### src/rtl/sipo_pkg.sv
// sipo_pkg: shared types and constants for the serial-in / parallel-out receiver.
//   sipo_state_t  : receiver FSM state (IDLE, SHIFT)
//   SIPO_DEFAULT_N: default word width in bits
//   count_width() : width of a bit counter that must hold values 0..n
package sipo_pkg;

  localparam int SIPO_DEFAULT_N = 4;

  typedef enum logic {
    IDLE  = 1'b0,
    SHIFT = 1'b1
  } sipo_state_t;

  function automatic int count_width(input int n);
    return $clog2(n + 1);
  endfunction

endpackage

### src/rtl/sipo_if.sv
// sipo_if: bundle of the receiver's serial input, control and parallel output signals.
//   master: the producer/consumer side (drives serial data, strobes, out_ready)
//   slave : the receiver side (drives parallel_out, out_valid, busy, overrun)
interface sipo_if import sipo_pkg::*; #(
  parameter int N = SIPO_DEFAULT_N
) ();

  logic         serial_in;
  logic         sample_en;
  logic         frame_start;
  logic         clr_overrun;
  logic         out_ready;
  logic [N-1:0] parallel_out;
  logic         out_valid;
  logic         busy;
  logic         overrun;

  modport master (
    output serial_in, sample_en, frame_start, clr_overrun, out_ready,
    input  parallel_out, out_valid, busy, overrun
  );

  modport slave (
    input  serial_in, sample_en, frame_start, clr_overrun, out_ready,
    output parallel_out, out_valid, busy, overrun
  );

endinterface

### src/rtl/sipo_out_buf.sv
// sipo_out_buf: one-entry output register with valid/ready handshake and a
// sticky overrun flag.
//   clk, rst_n   : clock, asynchronous active-low reset
//   word_done    : a complete word is offered on this edge
//   word_in      : the completed word
//   out_ready    : consumer accepts the held word when out_valid is high
//   clr_overrun  : synchronous clear of the overrun flag
//   parallel_out : held word (stable while out_valid is high)
//   out_valid    : parallel_out holds an unconsumed word
//   overrun      : a completed word was dropped because the entry was full
module sipo_out_buf import sipo_pkg::*; #(
  parameter int N = SIPO_DEFAULT_N
) (
  input  logic         clk,
  input  logic         rst_n,
  input  logic         word_done,
  input  logic [N-1:0] word_in,
  input  logic         out_ready,
  input  logic         clr_overrun,
  output logic [N-1:0] parallel_out,
  output logic         out_valid,
  output logic         overrun
);

  // The entry is full and nobody takes it this edge, so a new word must be dropped.
  logic blocked;
  assign blocked = out_valid && !out_ready;

  // A new word replaces the entry whenever it is empty or being consumed on
  // the same edge; a plain handshake without a new word empties it.
  always_ff @(posedge clk or negedge rst_n) begin
    if (!rst_n) begin
      parallel_out <= '0;
      out_valid    <= 1'b0;
    end else if (word_done && !blocked) begin
      parallel_out <= word_in;
      out_valid    <= 1'b1;
    end else if (out_valid && out_ready) begin
      out_valid    <= 1'b0;
    end
  end

  // Setting on a dropped word takes priority over a simultaneous clear.
  always_ff @(posedge clk or negedge rst_n) begin
    if (!rst_n) begin
      overrun <= 1'b0;
    end else if (word_done && blocked) begin
      overrun <= 1'b1;
    end else if (clr_overrun) begin
      overrun <= 1'b0;
    end
  end

endmodule

### src/rtl/sipo_rx.sv
// sipo_rx: serial-in / parallel-out receiver, MSB first, framed by frame_start.
//   clk, rst_n : clock, asynchronous active-low reset
//   bus        : sipo_if slave modport
//     serial_in, sample_en, frame_start : serial data, sample strobe, word start marker
//     clr_overrun, out_ready            : overrun clear, consumer ready
//     parallel_out, out_valid           : assembled word and its valid flag
//     busy                              : a word is partially received
//     overrun                           : sticky dropped-word flag
module sipo_rx import sipo_pkg::*; #(
  parameter int N = SIPO_DEFAULT_N
) (
  input  logic clk,
  input  logic rst_n,
  sipo_if.slave bus
);

  localparam int CW = count_width(N);
  localparam int SW = N - 1;
  localparam logic [CW-1:0] LAST_CNT = CW'(N - 1);

  sipo_state_t   state;
  logic [CW-1:0] count;
  // Only the N-1 earlier bits are stored; the last bit goes straight to the output.
  logic [SW-1:0] shreg;

  logic         word_done;
  logic [N-1:0] word_next;
  logic [N-1:0] buf_word;
  logic         buf_valid;
  logic         buf_overrun;

  assign word_done = bus.sample_en && !bus.frame_start &&
                     (state == SHIFT) && (count == LAST_CNT);
  assign word_next = {shreg, bus.serial_in};

  // frame_start always restarts at count 1 with the current bit, whether idle
  // or mid-word; the Nth bit completes the word and returns to IDLE.
  always_ff @(posedge clk or negedge rst_n) begin
    if (!rst_n) begin
      state <= IDLE;
      count <= '0;
      shreg <= '0;
    end else if (bus.sample_en) begin
      if (bus.frame_start) begin
        state <= SHIFT;
        count <= CW'(1);
        shreg <= SW'(bus.serial_in);
      end else if (state == SHIFT) begin
        if (word_done) begin
          state <= IDLE;
          count <= '0;
          shreg <= '0;
        end else begin
          count <= count + CW'(1);
          shreg <= SW'(word_next);
        end
      end
    end
  end

  sipo_out_buf #(.N(N)) u_out_buf (
    .clk          (clk),
    .rst_n        (rst_n),
    .word_done    (word_done),
    .word_in      (word_next),
    .out_ready    (bus.out_ready),
    .clr_overrun  (bus.clr_overrun),
    .parallel_out (buf_word),
    .out_valid    (buf_valid),
    .overrun      (buf_overrun)
  );

  assign bus.parallel_out = buf_word;
  assign bus.out_valid    = buf_valid;
  assign bus.overrun      = buf_overrun;
  assign bus.busy         = (state == SHIFT);

endmodule
### src/flat_wrapper.sv
// flat-port wrapper written by rule: the top's interface ports become plain ports
module sipo_rx_flat import sipo_pkg::*;
#(
  parameter int N = SIPO_DEFAULT_N
)
  (clk, rst_n, bus_serial_in, bus_sample_en, bus_frame_start, bus_clr_overrun, bus_out_ready, bus_parallel_out, bus_out_valid, bus_busy, bus_overrun);
  sipo_if #(.N(N)) bus_i ();
  input  logic clk;
  input  logic rst_n;
  input wire logic [$bits(bus_i.serial_in)-1:0] bus_serial_in;
  input wire logic [$bits(bus_i.sample_en)-1:0] bus_sample_en;
  input wire logic [$bits(bus_i.frame_start)-1:0] bus_frame_start;
  input wire logic [$bits(bus_i.clr_overrun)-1:0] bus_clr_overrun;
  input wire logic [$bits(bus_i.out_ready)-1:0] bus_out_ready;
  output wire logic [$bits(bus_i.parallel_out)-1:0] bus_parallel_out;
  output wire logic [$bits(bus_i.out_valid)-1:0] bus_out_valid;
  output wire logic [$bits(bus_i.busy)-1:0] bus_busy;
  output wire logic [$bits(bus_i.overrun)-1:0] bus_overrun;
  assign bus_i.serial_in = bus_serial_in;
  assign bus_i.sample_en = bus_sample_en;
  assign bus_i.frame_start = bus_frame_start;
  assign bus_i.clr_overrun = bus_clr_overrun;
  assign bus_i.out_ready = bus_out_ready;
  assign bus_parallel_out = bus_i.parallel_out;
  assign bus_out_valid = bus_i.out_valid;
  assign bus_busy = bus_i.busy;
  assign bus_overrun = bus_i.overrun;
  sipo_rx #(.N(N)) u_core (.clk(clk), .rst_n(rst_n), .bus(bus_i));
endmodule
### config.mk
export PLATFORM = sky130hd
export DESIGN_NAME = sipo_rx_flat
export DESIGN_NICKNAME = d
export VERILOG_FILES = /design/src/rtl/sipo_pkg.sv /design/src/rtl/sipo_if.sv /design/src/rtl/sipo_out_buf.sv /design/src/rtl/sipo_rx.sv /design/src/flat_wrapper.sv
export SDC_FILE = /design/constraint.sdc
export NUM_CORES = 1
export LEC_CHECK = 0
export ABC_AREA = 1
export ABC_CLOCK_PERIOD_IN_PS = 1170
export CAP_MARGIN = 15
export CELL_PAD_IN_SITES_DETAIL_PLACEMENT = 0
export CELL_PAD_IN_SITES_GLOBAL_PLACEMENT = 1
export CORE_UTILIZATION = 37
export CTS_BUF_LIST = sky130_fd_sc_hd__clkbuf_4 sky130_fd_sc_hd__clkbuf_8
export CTS_CLUSTER_SIZE = 28
export DETAILED_ROUTE_END_ITERATION = 12
export GPL_TIMING_DRIVEN = 0
export MAX_ROUTING_LAYER = met4
export PLACE_DENSITY = 0.89
export REMOVE_ABC_BUFFERS = 1
export SYNTH_ARGS = -nofsm -noshare
export SYNTH_HDL_FRONTEND = slang
export SYNTH_SLANG_ARGS = --single-unit
### constraint.sdc
create_clock -name clk -period 1.17 [get_ports clk]
set_input_delay 0.2925 -clock clk [delete_from_list [all_inputs] [get_ports clk]]
set_output_delay 0.2925 -clock clk [all_outputs]
set_load 0.05 [all_outputs]
# --- Word level (Yosys, flattened, before mapping) ---
# Cells that the tools add are included.
classes:
  n_mux: 13
  n_addsub: 1
  n_reduce_logical: 14
  eq_ne: 1
ops:
  columns: ["cell", "count"]
  rows:
  - ["3-bit 2-to-1 mux", 6]
  - ["1-bit logical AND", 7]
  - ["1-bit 2-to-1 mux", 7]
  - ["2-bit nonzero test", 3]
  - ["3-bit by 1-bit adder with 3-bit output, second input constant", 1]
  - ["3-bit by 2-bit == test with 1-bit output, second input constant", 1]
  - ["1-bit zero test", 3]
  - ["2-bit AND reduction", 1]
word_totals:
  wordCells: 35
  ff_bits: 13

# --- Logic depth before layout (Yosys ltp) ---
# Gate-level depths: netlist (run 1).
depth:
  word_depth: 7
  depth_mapped: 6
  depth_no_buf: 6

# --- By module ---
# A second synthesis (run 1) with hierarchy kept.
unflattened:
  hier_cells: 65
  hier_area_um2: 564.3
modules_own_cells:
  columns: ["module", "n_inst", "area_each_um2", "cells_each", "seq_area_each_um2"]
  rows:
  - ["sipo_rx", 1, 330.3, 40, 175.2]
  - ["sipo_out_buf", 1, 234.0, 25, 150.1]

# --- Least setup slack after synthesis (run 1) ---
# No wires, ideal clock.
synth_path:
  path_type: "reg2reg"
  start: "register u_core.state (netlist: u_core.bus.busy)"
  end: "register u_core.u_out_buf.parallel_out[0]"
  setup_ns: 0.119
  n_path_buf: 0
  arrival_ns: 1.213
  setup_slack_ns: -0.162
  path_stages_with_launch: 6
  required_ns: 1.051
  path_cell_list: "dfrtp_1 nand2_2 nor2_8 nand3_4 nand2_1 nand2_1"
synth_via:
  elab_chain_cells: 3
synth_rtl:
  columns: ["item", "line_no", "text"]
  rows:
  - ["start, declared", "sipo_rx.sv:21", "sipo_state_t state;"]
  - ["start signal, assigned", "sipo_rx.sv:40", "state <= IDLE;"]
  - ["start signal, assigned", "sipo_rx.sv:45", "state <= SHIFT;"]
  - ["start signal, assigned", "sipo_rx.sv:50", "state <= IDLE;"]
  - ["1-bit logical AND", "sipo_rx.sv:32", "assign word_done = bus.sample_en && !bus.frame_start &&"]
  - ["1-bit logical AND", "sipo_rx.sv:33", "(state == SHIFT) && (count == LAST_CNT);"]
  - ["1-bit logical AND", "sipo_out_buf.sv:35", "end else if (word_done && !blocked) begin"]
  - ["end signal, assigned", "sipo_out_buf.sv:36", "parallel_out <= word_in;"]
  - ["end, declared", "sipo_out_buf.sv:20", "output logic [N-1:0] parallel_out,"]
# No other way between the ends.
# A chain may end at the register's enable or synchronous reset.

# --- Worst setup path after layout (run 1) ---
layout_path:
  start: "register u_core.state (netlist: u_core.bus.busy)"
  end: "output bus_busy"
layout_rtl:
  columns: ["item", "line_no", "text"]
  rows:
  - ["end, declared", "flat_wrapper.sv:17", "output wire logic [$bits(bus_i.busy)-1:0] bus_busy;"]
# No word-level cell between the ends.

==> summary.md, run 1 <==
| Metric | Value |
|---|---|
| Outcome | `complete, but fails checks` |
| Violated checks | `negative setup slack` |
| Maximum fanout along the worst path | `5` |
| Final Setup Violations | `3` |
| Boundary Pins | `14` |
| Starting DRT DRC Count | `6` |
| Fin crit share | `102%` |
| TritonCTS clock tree | `built` |
| CP max-delay cell | `sky130_fd_sc_hd__dfrtp_2` |
| Overall die area | `1810 um2` |
| DR vias/cell | `5.06` |
| Overall power after layout | `1280 uW` |
| Area growth from synthesis to layout | `38.9%` |
| Largest net degree at the start of global routing | `14` |
| Launching point of the worst reg2reg path | `u_core.count[0]$_DFFE_PN0P_` |
| IO Port Bufs | `13` |
| NumNets Final | `between 90 and 100` |
| Count of mapped cells out of synthesis | `66` |
| Number of global-route vias before repair | `around 480` |
| Width of the die | `around 43 um` |
| # clock sinks | `13` |
| Slowest Stage Delay on Critical Path | `0.46 ns` |
| Tightest Hold Check Type | `in2async` |
| Clock Tree Buf Depth | `2` |
| Count of state elements after synthesis | `13` |
| Worst path cell trace | `buf_6` |
| Minimum clock period | `1.19 ns` |
| Worst-Skew Late Latency | `0.27 ns` |
| Vias after detailed routing | `about 520` |
| Final number of hold-violating endpoints | `0` |
| Post-route worst hold slack | `0.378 ns` |
| Minimum setup slack after placement | `-0.360 ns` |
| Max-Slew Margin vs Limit | `slightly above 60%` |
| Drt drc | `0` |
| Number of cells traversed by the worst register-to-register path | `6` |
| Max frequency | `approximately 840 MHz` |
| Endpoint required time on the critical path | `0.88 ns` |
| Core Footprint | `1520 um2` |
| First-pass GRT wire length | `1.99 mm` |
| Worst path setup slack after routing | `-0.0217 ns` |
| Number of buffers created by CTS | `3` |
| Depth of the CTS H-tree | `1` |
| Type of destination of the critical path | `primary output` |
| Final slew viol count | `0` |
| Std-Cell Rows | `14` |
| Transition time of the tightest slew-check pin | `0.567 ns` |
| Synth Warn # | `0` |
| Gpl congestion | `0.764` |
| Initial core utilization | `39.9%` |
| Layout Skew | `0.00225 ns` |
| Critical path buffer and inverter count | `1` |
| Height of the die | `~43 um` |
| Total overflow reported by the global router | `0` |
| Fraction of layout instances using a drive strength above 1 | `31.4%` |
| Static Leakage | `0.000456 uW` |
| Dominant delay contributor by cell family on the critical path | `flip-flops` |
| Average instance area after synthesis | `9.21 um2` |
| Crit. path cell count | `1` |
| Root Driver | `sky130_fd_sc_hd__clkbuf_4` |
| Max-cap viol count | `0` |
| Source of the critical timing path | `u_core.bus.busy$_DFFE_PN0P_` |
| Register-to-register path setup slack | `-0.01 ns` |
| Total Routed Length | `1.14 mm` |
| Clk slew on worst S/H paths | `0.08 ns` |
| Iteration count of the initial detailed-routing pass | `5` |
| Antenna violations before repair | `0` |
| Kind of start point of the critical path | `flop` |
| Number of fill cells | `about 140` |
| Count of antenna-violating nets left after detailed routing | `0` |
| Register area share after synthesis | `between 50% and 60%` |
| Pwr per Cell Area | `between 1500 and 2000 nW/um2` |
| Data arrival time of the critical path | `0.90 ns` |
| Hold-fix buffers at CTS | `0` |
| Critical register-to-register path endpoint | `u_core.u_out_buf.parallel_out[2]$_DFFE_PN0P_` |
| DR WL/cell | `11.1 um` |
| HPWL Detailed | `807 um` |
| Diode insertion count for antenna repair | `0` |
| GR Util All Layers | `15.4%` |
| Largest voltage drop on the vdd net | `650 uV` |
| Distinct cell type count of the synthesized netlist | `14` |
| Post-Synthesis Cell Area | `~600 um2` |
| Unrepaired setup endpoints after global routing | `true` |
| Kind of critical path | `reg2out` |
## per-layer routing
layer  up-vias  share of wire [%]  global-route usage, %
met5         -                  0                      -
met4         0                1.8                   5.63
met3         4                4.7                   3.88
met2        12                 50                   25.2
met1       246                 43                   18.2
li1        254                  -                      -
## Yosys cell counts (all sizes together)
cell | n | area, um2
a21oi | 1 | 5.00
nand2 | 29 | 119
nor2 | 4 | 46.3
nand3 | 6 | 42.5
o21ai | 2 | 10.0
dfrtp | 13 | 325
nand4 | 4 | 25.0
inv | 6 | 22.5
ha | 1 | 12.5
## state kept, by name, summed over array words and instances, names as in the netlist
signal,flops
u_core.u_out_buf.overrun,1
u_core.bus.busy,1
u_core.count,3
u_core.u_out_buf.parallel_out,4
u_core.u_out_buf.out_valid,1
u_core.shreg,3
## power breakdown
group          switching [uW]  internal (uW)  total, uW
logic                     259            158        417
registers                50.7            511        562
clock network             145            155        300
total                     455            824       1280
## cell type report
class / count / area (um2) / share of cell area (%)
inverter: 6 / 22.5 / 2.67
multi-input combinational: 48 / 294 / 34.8
sequential: 13 / 327 / 38.7
clock buffer: 4 / 30.0 / 3.56
timing repair buffer: 15 / 151 / 17.9
tap: 16 / 20.0 / 2.37
## kinds of logic (layout without fill, tap and decap cells)
kind of cell | count (synthesis) | after routing | share of synthesized area (%)
flip-flops | 13 | 13 | 53.5
adder cells (fa/ha/maj) | 1 | 1 | 2.06
AND/OR/NAND/NOR | 43 | 44 | 38.3
buffers and inverters | 6 | 25 | 3.70
AO/OA/AOI/OAI | 3 | 3 | 2.47
## worst max path at each step
| stage | slack, ns | endpoint |
|---|---|---|
| floorplan | -0.16 | u_core.u_out_buf.parallel_out[0]$_DFFE_PN0P_ |
| finish | -0.02 | bus_busy |
| global route | -0.06 | u_core.u_out_buf.parallel_out[2]$_DFFE_PN0P_ |
| detailed placement | -0.36 | bus_busy |
| CTS | -0.03 | bus_busy |
| global placement | -0.35 | bus_busy |
## what timing repair did
| action | CTS | global route |
|---|---|---|
| buffers inserted | 0 | 2 |
| gates resized for setup | 42 | 18 |
| cloned | 1 | 0 |
| pin swaps | 0 | 3 |
| endpoints found under the hold margin | 0 | 0 |
| setup endpoints to repair | 13 | 12 |
## metrics by stage
stage               std cells  util (%)  setup TNS [ns]  cell area [um2]
global placement           95      49.8           -5.04              758
global route              102      55.4          -0.285              845
finish                    102      55.4         -0.0334              845
detailed placement         95      49.8           -5.40              758
CTS                       100      51.1         -0.0312              779
floorplan                  66         -           -1.44              608
## cell usage in the layout, fill, tap and decap left out
cell type,instances
sky130_fd_sc_hd__nand2_1,25
sky130_fd_sc_hd__dfrtp_1,12
sky130_fd_sc_hd__buf_6,6
sky130_fd_sc_hd__inv_1,5
sky130_fd_sc_hd__nand4_1,4
sky130_fd_sc_hd__clkbuf_4,4
sky130_fd_sc_hd__clkdlybuf4s50_1,4
sky130_fd_sc_hd__nor2_4,3
sky130_fd_sc_hd__nand3_1,3
sky130_fd_sc_hd__buf_4,3
sky130_fd_sc_hd__nand2_4,2
sky130_fd_sc_hd__nand3_2,2
sky130_fd_sc_hd__o21ai_1,2
sky130_fd_sc_hd__nand2_2,2
sky130_fd_sc_hd__nor2_8,1
sky130_fd_sc_hd__inv_2,1
sky130_fd_sc_hd__nor2_1,1
sky130_fd_sc_hd__nand3_4,1
sky130_fd_sc_hd__a21oi_1,1
sky130_fd_sc_hd__ha_2,1
sky130_fd_sc_hd__dlygate4sd2_1,1
sky130_fd_sc_hd__dlymetal6s2s_1,1
sky130_fd_sc_hd__dfrtp_2,1
(Power assumes the default switching activity.)
==> run 2: changes to the inputs <==
- ABC_AREA: 1 -> default
- CAP_MARGIN: 15 -> default
- CELL_PAD_IN_SITES_DETAIL_PLACEMENT: 0 -> default
- CELL_PAD_IN_SITES_GLOBAL_PLACEMENT: 1 -> default
- CORE_AREA: default -> 2 2 39 41
- CORE_UTILIZATION: 37 -> default
- DIE_AREA: default -> 0 0 41 43
- PLACE_DENSITY: 0.89 -> 0.79
==> run 2 against run 1 <==
  * The flow still finishes with violations (negative setup slack)
  * Combinational power is 69% higher
  * Worst setup slack worse by 0.17 ns
  * Sequential cell count stayed put
  * Via count is 19% lower
==> summary.md, run 2 <==
| Metric | Value |
|---|---|
| Outcome | `complete, but fails checks` |
| Violated checks | `negative setup slack` |
| GR Util All Layers | `17.1% (+1.7 points)` |
| Static Leakage | `0.000387 uW (-15%)` |
| Total Routed Length | `1.07 mm (-5.7%)` |
| Synth top cells by count | `sky130_fd_sc_hd__dfrtp_1, sky130_fd_sc_hd__a21oi_1, sky130_fd_sc_hd__a22o_1` |
| Kind of critical path | `reg2reg` |
| Boundary Pins | `14 (unchanged)` |
| Pwr per Cell Area | `2010 nW/um2 (+33%)` |
| DR vias/cell | `5.21 (+3.0%)` |
| Antenna violations before repair | `0 (unchanged)` |
| Core Footprint | `1380 um2 (-9.2%)` |
| Area share of the largest cell type after synthesis | `59.1% (+5.6 points)` |
| Slowest Stage Delay on Critical Path | `0.40 ns (-0.06 ns)` |
| Area growth from synthesis to layout | `50.0%` |
| Layout Skew | `0.00599 ns (+0.00374 ns)` |
| Worst path setup slack after routing | `-0.194 ns (-0.172 ns)` |
| Iteration count of the initial detailed-routing pass | `2 (-3)` |
| Leading cell types in the layout, fill and taps excluded | `sky130_fd_sc_hd__dfrtp_1, sky130_fd_sc_hd__buf_6` |
| Capturing element of the worst setup path | `u_core.u_out_buf.parallel_out[3]$_DFFE_PN0P_` |
| Fraction of layout instances using a drive strength above 1 | `43.8% (+12 points)` |
| Final Setup Violations | `10 (+7)` |
| Maximum fanout along the worst path | `4 (-1)` |
| Root Driver | `sky130_fd_sc_hd__clkbuf_4` |
| NumNets Final | `73 (-23%)` |
| Register bank with the most flops | `u_core.u_out_buf.parallel_out` |
| Post-Synthesis Cell Area | `551 um2 (-9.5%)` |
| Proportion of synthesized flip-flops having asynchronous set or reset | `100% (unchanged)` |
| Launching point of the worst reg2reg path | `u_core.count[1]$_DFFE_PN0P_` |
| Crit. path cell count | `5 (+4)` |
| Critical register-to-register path endpoint | `u_core.u_out_buf.parallel_out[3]$_DFFE_PN0P_` |
| Non-filler cells in the finished layout | `80 (-22%)` |
| Setup TNS | `-1.08 ns (-1.05 ns)` |
| Initial core utilization | `39.8% (-0.12 points)` |
| DR WL/cell | `13.4 um (+20%)` |
| Critical path buffer and inverter count | `1 (unchanged)` |
| Number of buffers created by CTS | `3 (unchanged)` |
| Width of the die | `41 um (-3.6%)` |
| Post-route worst hold slack | `0.375 ns (-0.00356 ns)` |
| Most used flip-flop cell after synthesis | `sky130_fd_sc_hd__dfrtp_1` |
| Gpl congestion | `0.807 (+5.7%)` |
| Vias after detailed routing | `417 (-19%)` |
| Transition time of the tightest slew-check pin | `0.584 ns (+0.0166 ns)` |
| Data arrival time of the critical path | `1.53 ns (+0.63 ns)` |
| Largest net degree at the start of global routing | `14 (unchanged)` |
| Register area share after synthesis | `59.1% (+5.6 points)` |
| Unrepaired setup endpoints after global routing | `true` |
| Synth top area cells | `sky130_fd_sc_hd__dfrtp_1, sky130_fd_sc_hd__a22o_1, sky130_fd_sc_hd__mux2_1` |
| Type of destination of the critical path | `flop` |
| Commonest non-fill, non-tap cell in the layout | `sky130_fd_sc_hd__dfrtp_1` |
| Area occupied by registers | `327 um2 (unchanged)` |
| Synth Warn # | `0 (unchanged)` |
| Count of antenna-violating nets left after detailed routing | `0 (unchanged)` |
| Fin crit share | `117% (+15 points)` |
| Starting DRT DRC Count | `4 (-2)` |
| Source of the critical timing path | `u_core.count[1]$_DFFE_PN0P_` |
| Max frequency | `733 MHz (-13%)` |
| Number of global-route vias before repair | `439 (-8.9%)` |
| First-pass GRT wire length | `1.90 mm (-4.5%)` |
| CP max-delay cell | `sky130_fd_sc_hd__dfrtp_1` |
| Depth of the CTS H-tree | `1 (unchanged)` |
| Std-Cell Rows | `14 (unchanged)` |
| Tightest Hold Check Type | `in2async` |
| HPWL Detailed | `686 um (-15%)` |
| Largest voltage drop on the vdd net | `1070 uV (+65%)` |
| Number of flip-flops in the largest register | `4 (unchanged)` |
| Worst-Skew Late Latency | `0.28 ns (about the same)` |
| IO Port Bufs | `13 (unchanged)` |
| Height of the die | `43 um (+1.1%)` |
| Diode insertion count for antenna repair | `0 (unchanged)` |
| Overall power after layout | `1660 uW (+30%)` |
| # clock sinks | `13 (unchanged)` |
| Final slew viol count | `0 (unchanged)` |
| Count of mapped cells out of synthesis | `43 (-35%)` |
| Worst path cell trace | `ha_4 > nand2b_4 > nor3b_4 > buf_6 > mux2_4` |
| Drt drc | `0 (unchanged)` |
| Clock Tree Buf Depth | `2 (unchanged)` |
| Top Registers | `u_core.u_out_buf.parallel_out (4), u_core.count (3), u_core.shreg (3)` |
| Total overflow reported by the global router | `0 (unchanged)` |
| Max-Slew Margin vs Limit | `60.9% (-1.1 points)` |
| Number of cells traversed by the worst register-to-register path | `5 (-1)` |
| Minimum clock period | `1.36 ns (+0.172 ns)` |
| Distinct cell type count of the synthesized netlist | `17 (+3)` |
| Register-to-register path setup slack | `-0.19 ns (-0.18 ns)` |
| Area occupied by multi-input gates | `268 um2 (-8.9%)` |
| Library cell with the largest summed area after synthesis | `sky130_fd_sc_hd__dfrtp_1` |
| Post-synth EDFFs | `0 (unchanged)` |
| Hold-fix buffers at CTS | `0 (unchanged)` |
| TritonCTS clock tree | `built` |
| Library cell with the highest instance count after synthesis | `sky130_fd_sc_hd__dfrtp_1` |
| Clk slew on worst S/H paths | `0.08 ns (about the same)` |
| Dominant delay contributor by cell family on the critical path | `flip-flops` |
| Number of fill cells | `119 (-16%)` |
| Max-cap viol count | `0 (unchanged)` |
| Placed cell count | `72 (-24%)` |
| Endpoint required time on the critical path | `1.34 ns (+0.46 ns)` |
| Final number of hold-violating endpoints | `0 (unchanged)` |
| Average instance area after synthesis | `12.8 um2 (+39%)` |
| Count of state elements after synthesis | `13 (unchanged)` |
| Kind of start point of the critical path | `flop` |
| Overall die area | `1760 um2 (-2.6%)` |
[run 2: changes by cell type in the layout (fill, tap and decap cells not counted), moves of 3 or more]
| cell | previous run | this run |
|---|---|---|
| sky130_fd_sc_hd__a22o_1 | 0 | 4 |
| sky130_fd_sc_hd__nand2_1 | 25 | 1 |
| sky130_fd_sc_hd__nand3_1 | 3 | 0 |
| sky130_fd_sc_hd__nor2_4 | 3 | 0 |
| sky130_fd_sc_hd__nand4_1 | 4 | 0 |
| sky130_fd_sc_hd__mux2_4 | 0 | 4 |
| sky130_fd_sc_hd__a21oi_1 | 1 | 4 |
[run 2: per-stage QoR]
stage | area [um2] | utilization [%] | worst slack (ns)
2_1_floorplan | 551 | - | -0.440
3_3_place_gp | 701 | 50.6 | -0.619
3_5_place_dp | 701 | 50.6 | -0.642
4_1_cts | 785 | 56.7 | -0.196
5_1_grt | 826 | 59.7 | -0.238
6_report | 826 | 59.7 | -0.194
[run 2: cells by family (layout without fill, tap and decap cells)]
| group | Yosys count | count (layout) | share of synthesized area, % |
|---|---|---|---|
| buffers and inverters | 3 | 24 | 2.05 |
| and+or+nand+nor | 9 | 9 | 13.2 |
| DFF | 13 | 13 | 59.1 |
| AOI/OAI and AO/OA | 13 | 13 | 15.2 |
| muxes | 4 | 4 | 8.18 |
| adders and majority gates | 1 | 1 | 2.27 |
[run 2: cell type report]
type / instances / share of cell area, %
flip-flops and latches: 13 / 39.5
inverters: 3 / 1.36
clock buffers: 4 / 3.64
well taps: 16 / 2.42
repair buffers: 17 / 20.6
multi-input cells: 27 / 32.4
[run 2: metal layers]
metal  vias to the layer above  routed length [um]  GRT usage (%)
met1                       209                 432           20.6
li1                        193                   -              -
met4                         0                  40           12.0
met5                         -                   0              -
met2                        10                 551           23.8
met3                         5                  48           4.71
[run 2: worst min-delay path by stage]
stage / endpoint / slack (ns) / depth (start not counted)
2_1_floorplan: u_core.bus.busy$_DFFE_PN0P_ / -0.003 / 0
3_3_place_gp: u_core.u_out_buf.parallel_out[2]$_DFFE_PN0P_ / 0.47 / 1
3_5_place_dp: u_core.u_out_buf.parallel_out[1]$_DFFE_PN0P_ / 0.48 / 1
4_1_cts: u_core.u_out_buf.parallel_out[2]$_DFFE_PN0P_ / 0.39 / 1
5_1_grt: u_core.u_out_buf.parallel_out[2]$_DFFE_PN0P_ / 0.43 / 1
6_report: u_core.u_out_buf.overrun$_DFFE_PN0P_ / 0.37 / 1
[run 2: power breakdown]
part	internal [uW]	switching [uW]	total [uW]
Clock	156	151	306
Combinational	329	376	705
Sequential	554	93.3	647
Total	1040	620	1660
[run 2: repair_timing]
action                                  4_1_cts  5_1_grt
endpoints found under the setup margin       18       19
setup buffers                                 4        0
pin swaps                                     2        5
resized for setup                            54       10
==> run 3: changes to the inputs <==
- CAP_MARGIN: default -> 20
- MAX_ROUTING_LAYER: met4 -> default
- PLACE_DENSITY: 0.79 -> 0.84
- SYNTH_HIERARCHICAL: default -> 1
==> run 3 against run 2 <==
  * The flow still finishes with violations (negative setup slack)
  * Synthesized cell count up 23%
  * Maximum frequency rose by 1.8%
  * Hold slack better by 0.0043 ns
  * Sequential power grew 6.0%
  * Sequential share of layout area down 0.24 points
  * Clock power down 5%
  * Critical path type unchanged
  * Largest power group unchanged
==> summary.md, run 3 <==
| Metric | Value |
|---|---|
| Endpoint required time on the critical path | `1.33 ns (about the same)` |
| Final standard cell area without fillers | `831 um2 (+0.61%)` |
| Starting DRT DRC Count | `15 (+11)` |
| Core Footprint | `1380 um2 (unchanged)` |
| First-pass GRT wire length | `1.76 mm (-7.6%)` |
| Minimum setup slack after placement | `-0.644 ns (-0.00274 ns)` |
| Overall die area | `1760 um2 (unchanged)` |
| Synth Warn # | `6 (+6)` |
| Max frequency | `747 MHz (+1.8%)` |
| Largest net degree at the start of global routing | `14 (unchanged)` |
| Static Leakage | `0.000393 uW (+1.5%)` |
| Worst-Skew Late Latency | `0.27 ns (about the same)` |
| Count of state elements after synthesis | `13 (unchanged)` |
| Critical register-to-register path endpoint | `u_core/u_out_buf/parallel_out[3]$_DFFE_PN0P_` |
| Internal power | `1120 uW (+7.8%)` |
| Main combinational cell family by area after synthesis | `simple AND/OR/NAND/NOR gates` |
| Library cell with the highest instance count after synthesis | `sky130_fd_sc_hd__dfrtp_1` |
| Simple logic cell fraction of the synthesized area | `16.8% (+3.6 points)` |
| Count of mapped cells out of synthesis | `53 (+23%)` |
| Data arrival time of the critical path | `1.50 ns (-0.03 ns)` |
| Clk slew on worst S/H paths | `0.07 ns (about the same)` |
| Root Driver | `sky130_fd_sc_hd__clkbuf_4` |
| # clock sinks | `13 (unchanged)` |
| Proportion of synthesized flip-flops having asynchronous set or reset | `100% (unchanged)` |
| Average instance area after synthesis | `11.4 um2 (-11%)` |
| Distinct cell type count of the synthesized netlist | `17 (unchanged)` |
| TritonCTS clock tree | `built` |
| Comb power frac | `47.9% (+5.4 points)` |
| Number of buffers created by CTS | `3 (unchanged)` |
| Synth top cells by count | `sky130_fd_sc_hd__dfrtp_1, sky130_fd_sc_hd__o21ai_1, sky130_fd_sc_hd__nand2_1` |
| Vias after detailed routing | `463 (+11%)` |
| Tightest Hold Check Type | `in2async` |
| Number of cells traversed by the worst register-to-register path | `5 (unchanged)` |
| Fraction of layout instances using a drive strength above 1 | `38.9% (-4.9 points)` |
| Type of destination of the critical path | `flop` |
| Number of flip-flops in the largest register | `4 (unchanged)` |
| Post-route worst hold slack | `0.379 ns (+0.00429 ns)` |
| Final number of hold-violating endpoints | `0 (unchanged)` |
| Kind of start point of the critical path | `flop` |
| Minimum clock period | `1.34 ns (-0.0247 ns)` |
| Switching fraction of total power | `40.2% (+2.8 points)` |
| Launching point of the worst reg2reg path | `u_core/count[0]$_DFFE_PN0P_` |
| Height of the die | `43 um (unchanged)` |
| Commonest non-fill, non-tap cell in the layout | `sky130_fd_sc_hd__dfrtp_1` |
| Transition time of the tightest slew-check pin | `0.559 ns (-0.0250 ns)` |
| Clock Tree Buf Depth | `2 (unchanged)` |
| Register area share after synthesis | `53.8% (-5.3 points)` |
| Total overflow reported by the global router | `0 (unchanged)` |
| DR vias/cell | `5.26 (+0.94%)` |
| XOR/XNOR share of the synthesized area | `0% (unchanged)` |
| Width of the die | `41 um (unchanged)` |
| Post-synth EDFFs | `0 (unchanged)` |
| Antenna violations before repair | `0 (unchanged)` |
| Outcome | `complete, but fails checks` |
| Total Routed Length | `1.18 mm (+9.8%)` |
| GR Util All Layers | `15.0% (-2.1 points)` |
| Drt drc | `0 (unchanged)` |
| Gpl congestion | `0.761 (-5.7%)` |
| Library cell with the largest summed area after synthesis | `sky130_fd_sc_hd__dfrtp_1` |
| Worst path setup slack after routing | `-0.169 ns (+0.0247 ns)` |
| DR WL/cell | `13.4 um (-0.19%)` |
| NetSw | `753 uW (+22%)` |
| Synth top area cells | `sky130_fd_sc_hd__dfrtp_1, sky130_fd_sc_hd__mux2_4, sky130_fd_sc_hd__o21ai_1` |
| Final slew viol count | `0 (unchanged)` |
| Unrepaired setup endpoints after global routing | `true` |
| Largest voltage drop on the vdd net | `938 uV (-13%)` |
| Relative contribution of the clock network to total power | `15.5% (-3.0 points)` |
| Area share of the largest cell type after synthesis | `53.8% (-5.3 points)` |
| Initial core utilization | `43.7% (+3.9 points)` |
| Std-Cell Rows | `14 (unchanged)` |
| Post-Synthesis Cell Area | `604 um2 (+9.8%)` |
| Max-Slew Margin vs Limit | `62.6% (+1.7 points)` |
| NumNets Final | `81 (+11%)` |
| Leading cell types in the layout, fill and taps excluded | `sky130_fd_sc_hd__dfrtp_1, sky130_fd_sc_hd__o21ai_1, sky130_fd_sc_hd__buf_6, sky130_fd_sc_hd__nand2_1, sky130_fd_sc_hd__buf_4` |
| Register-to-register path setup slack | `-0.17 ns (+0.02 ns)` |
| Fin crit share | `114% (-2.1 points)` |
| Post-detailed-placement cell area | `744 um2 (+6.3%)` |
| Hold-fix buffers at CTS | `0 (unchanged)` |
| Boundary Pins | `14 (unchanged)` |
| Share of synthesized cell area in full adder, half adder and majority cells | `2.07% (-0.20 points)` |
| Mux contribution to synthesized area | `9.94% (+1.8 points)` |
| Number of global-route vias before repair | `418 (-4.8%)` |
| Layout Skew | `0.00303 ns (-0.00296 ns)` |
| Final Setup Violations | `10 (unchanged)` |
| Pwr per Cell Area | `2250 nW/um2 (+12%)` |
| Max-cap viol count | `0 (unchanged)` |
| Complex-gate fraction of the synthesized area | `13.3% (-2.0 points)` |
| Most used flip-flop cell after synthesis | `sky130_fd_sc_hd__dfrtp_1` |
| Maximum fanout along the worst path | `4 (unchanged)` |
| Setup TNS | `-0.864 ns (+0.220 ns)` |
| Violated checks | `negative setup slack` |
| Depth of the CTS H-tree | `1 (unchanged)` |
| Top Registers | `u_core/u_out_buf/parallel_out (4), u_core/count (3), u_core/shreg (3)` |
| Diode insertion count for antenna repair | `0 (unchanged)` |
| Flop pwr share | `36.7% (-2.3 points)` |
| IO Port Bufs | `13 (unchanged)` |
| Area growth from synthesis to layout | `37.5%` |
| Kind of critical path | `reg2reg` |
| Count of antenna-violating nets left after detailed routing | `0 (unchanged)` |
| Iteration count of the initial detailed-routing pass | `4 (+2)` |
| Register bank with the most flops | `u_core/u_out_buf/parallel_out` |
[run 3: changes by cell type in the layout (fill, tap and decap cells not counted), moves of 2 or more]
cell                      change
sky130_fd_sc_hd__o21ai_1      +8
sky130_fd_sc_hd__nand2_1      +5
sky130_fd_sc_hd__a22o_1       -4
sky130_fd_sc_hd__nand4_1      +3
sky130_fd_sc_hd__a21oi_1      -2
sky130_fd_sc_hd__buf_4        +2
sky130_fd_sc_hd__buf_6        -2
sky130_fd_sc_hd__nor2_1       -2
sky130_fd_sc_hd__o21ai_0      -2
[run 3: metrics by stage]
stage / util, % / std cells / total power (uW)
3_3_place_gp: 53.8 / 80 / 1410
6_report: 60.0 / 88 / 1870
3_5_place_dp: 53.8 / 80 / 1430
5_1_grt: 60.0 / 88 / 1990
4_1_cts: 57.4 / 86 / 1800
2_1_floorplan: - / 51 / 1190
[run 3: what timing repair did]
action	4_1_cts	5_1_grt
gates resized for setup	49	7
buffers inserted	2	2
pin swaps	3	3
endpoints found under the setup margin	13	14
[run 3: cells by family (layout without fill, tap and decap cells)]
kind of cell / after synthesis / after routing
buffers and inverters: 6 / 25
AO/OA/AOI/OAI: 15 / 15
multiplexers: 4 / 4
AND/OR/NAND/NOR: 14 / 14
adder cells (fa/ha/maj): 1 / 1
flip-flops: 13 / 13
[run 3: power by group through the flow]
stage,clock network (uW),logic [uW],registers [uW]
final,290,896,686
after global routing,322,962,701
after CTS,297,821,683
after detailed placement,0,733,700
after global placement,0,718,688
after floorplan,0,269,921
[run 3: area by class of cell]
cell class | count | area [um2]
tap | 16 | 20.0
inverter | 4 | 15.0
clock buffer | 4 | 30.0
timing repair buffer | 17 | 163
sequential | 13 | 327
multi-input combinational | 34 | 277
fill | 125 | 553
[run 3: worst max-delay path: stages (launching register included)]
cell	delay (ns)
sky130_fd_sc_hd__dfrtp_1	0.41
sky130_fd_sc_hd__ha_4	0.17
sky130_fd_sc_hd__nand2b_4	0.06
sky130_fd_sc_hd__nor3_4	0.17
sky130_fd_sc_hd__nand2_4	0.11
sky130_fd_sc_hd__mux2_4	0.30
[run 3: per-layer routing]
layer | GRT usage (%) | up-vias | routed length [um]
li1 | - | 227 | -
met1 | 18.4 | 211 | 471
met4 | 8.00 | 0 | 19
met5 | 0 | - | 0
met2 | 23.4 | 21 | 608
met3 | 3.14 | 4 | 78
[run 3: worst max path at each step]
stage	start	end
after floorplan	u_core/bus.busy$_DFFE_PN0P_	u_core/u_out_buf/parallel_out[0]$_DFFE_PN0P_
after global placement	bus_sample_en	u_core/u_out_buf/parallel_out[0]$_DFFE_PN0P_
after detailed placement	bus_sample_en	u_core/u_out_buf/parallel_out[3]$_DFFE_PN0P_
after CTS	u_core/count[1]$_DFFE_PN0P_	u_core/u_out_buf/parallel_out[3]$_DFFE_PN0P_
after global routing	u_core/count[1]$_DFFE_PN0P_	u_core/u_out_buf/parallel_out[3]$_DFFE_PN0P_
final	u_core/count[0]$_DFFE_PN0P_	u_core/u_out_buf/parallel_out[3]$_DFFE_PN0P_
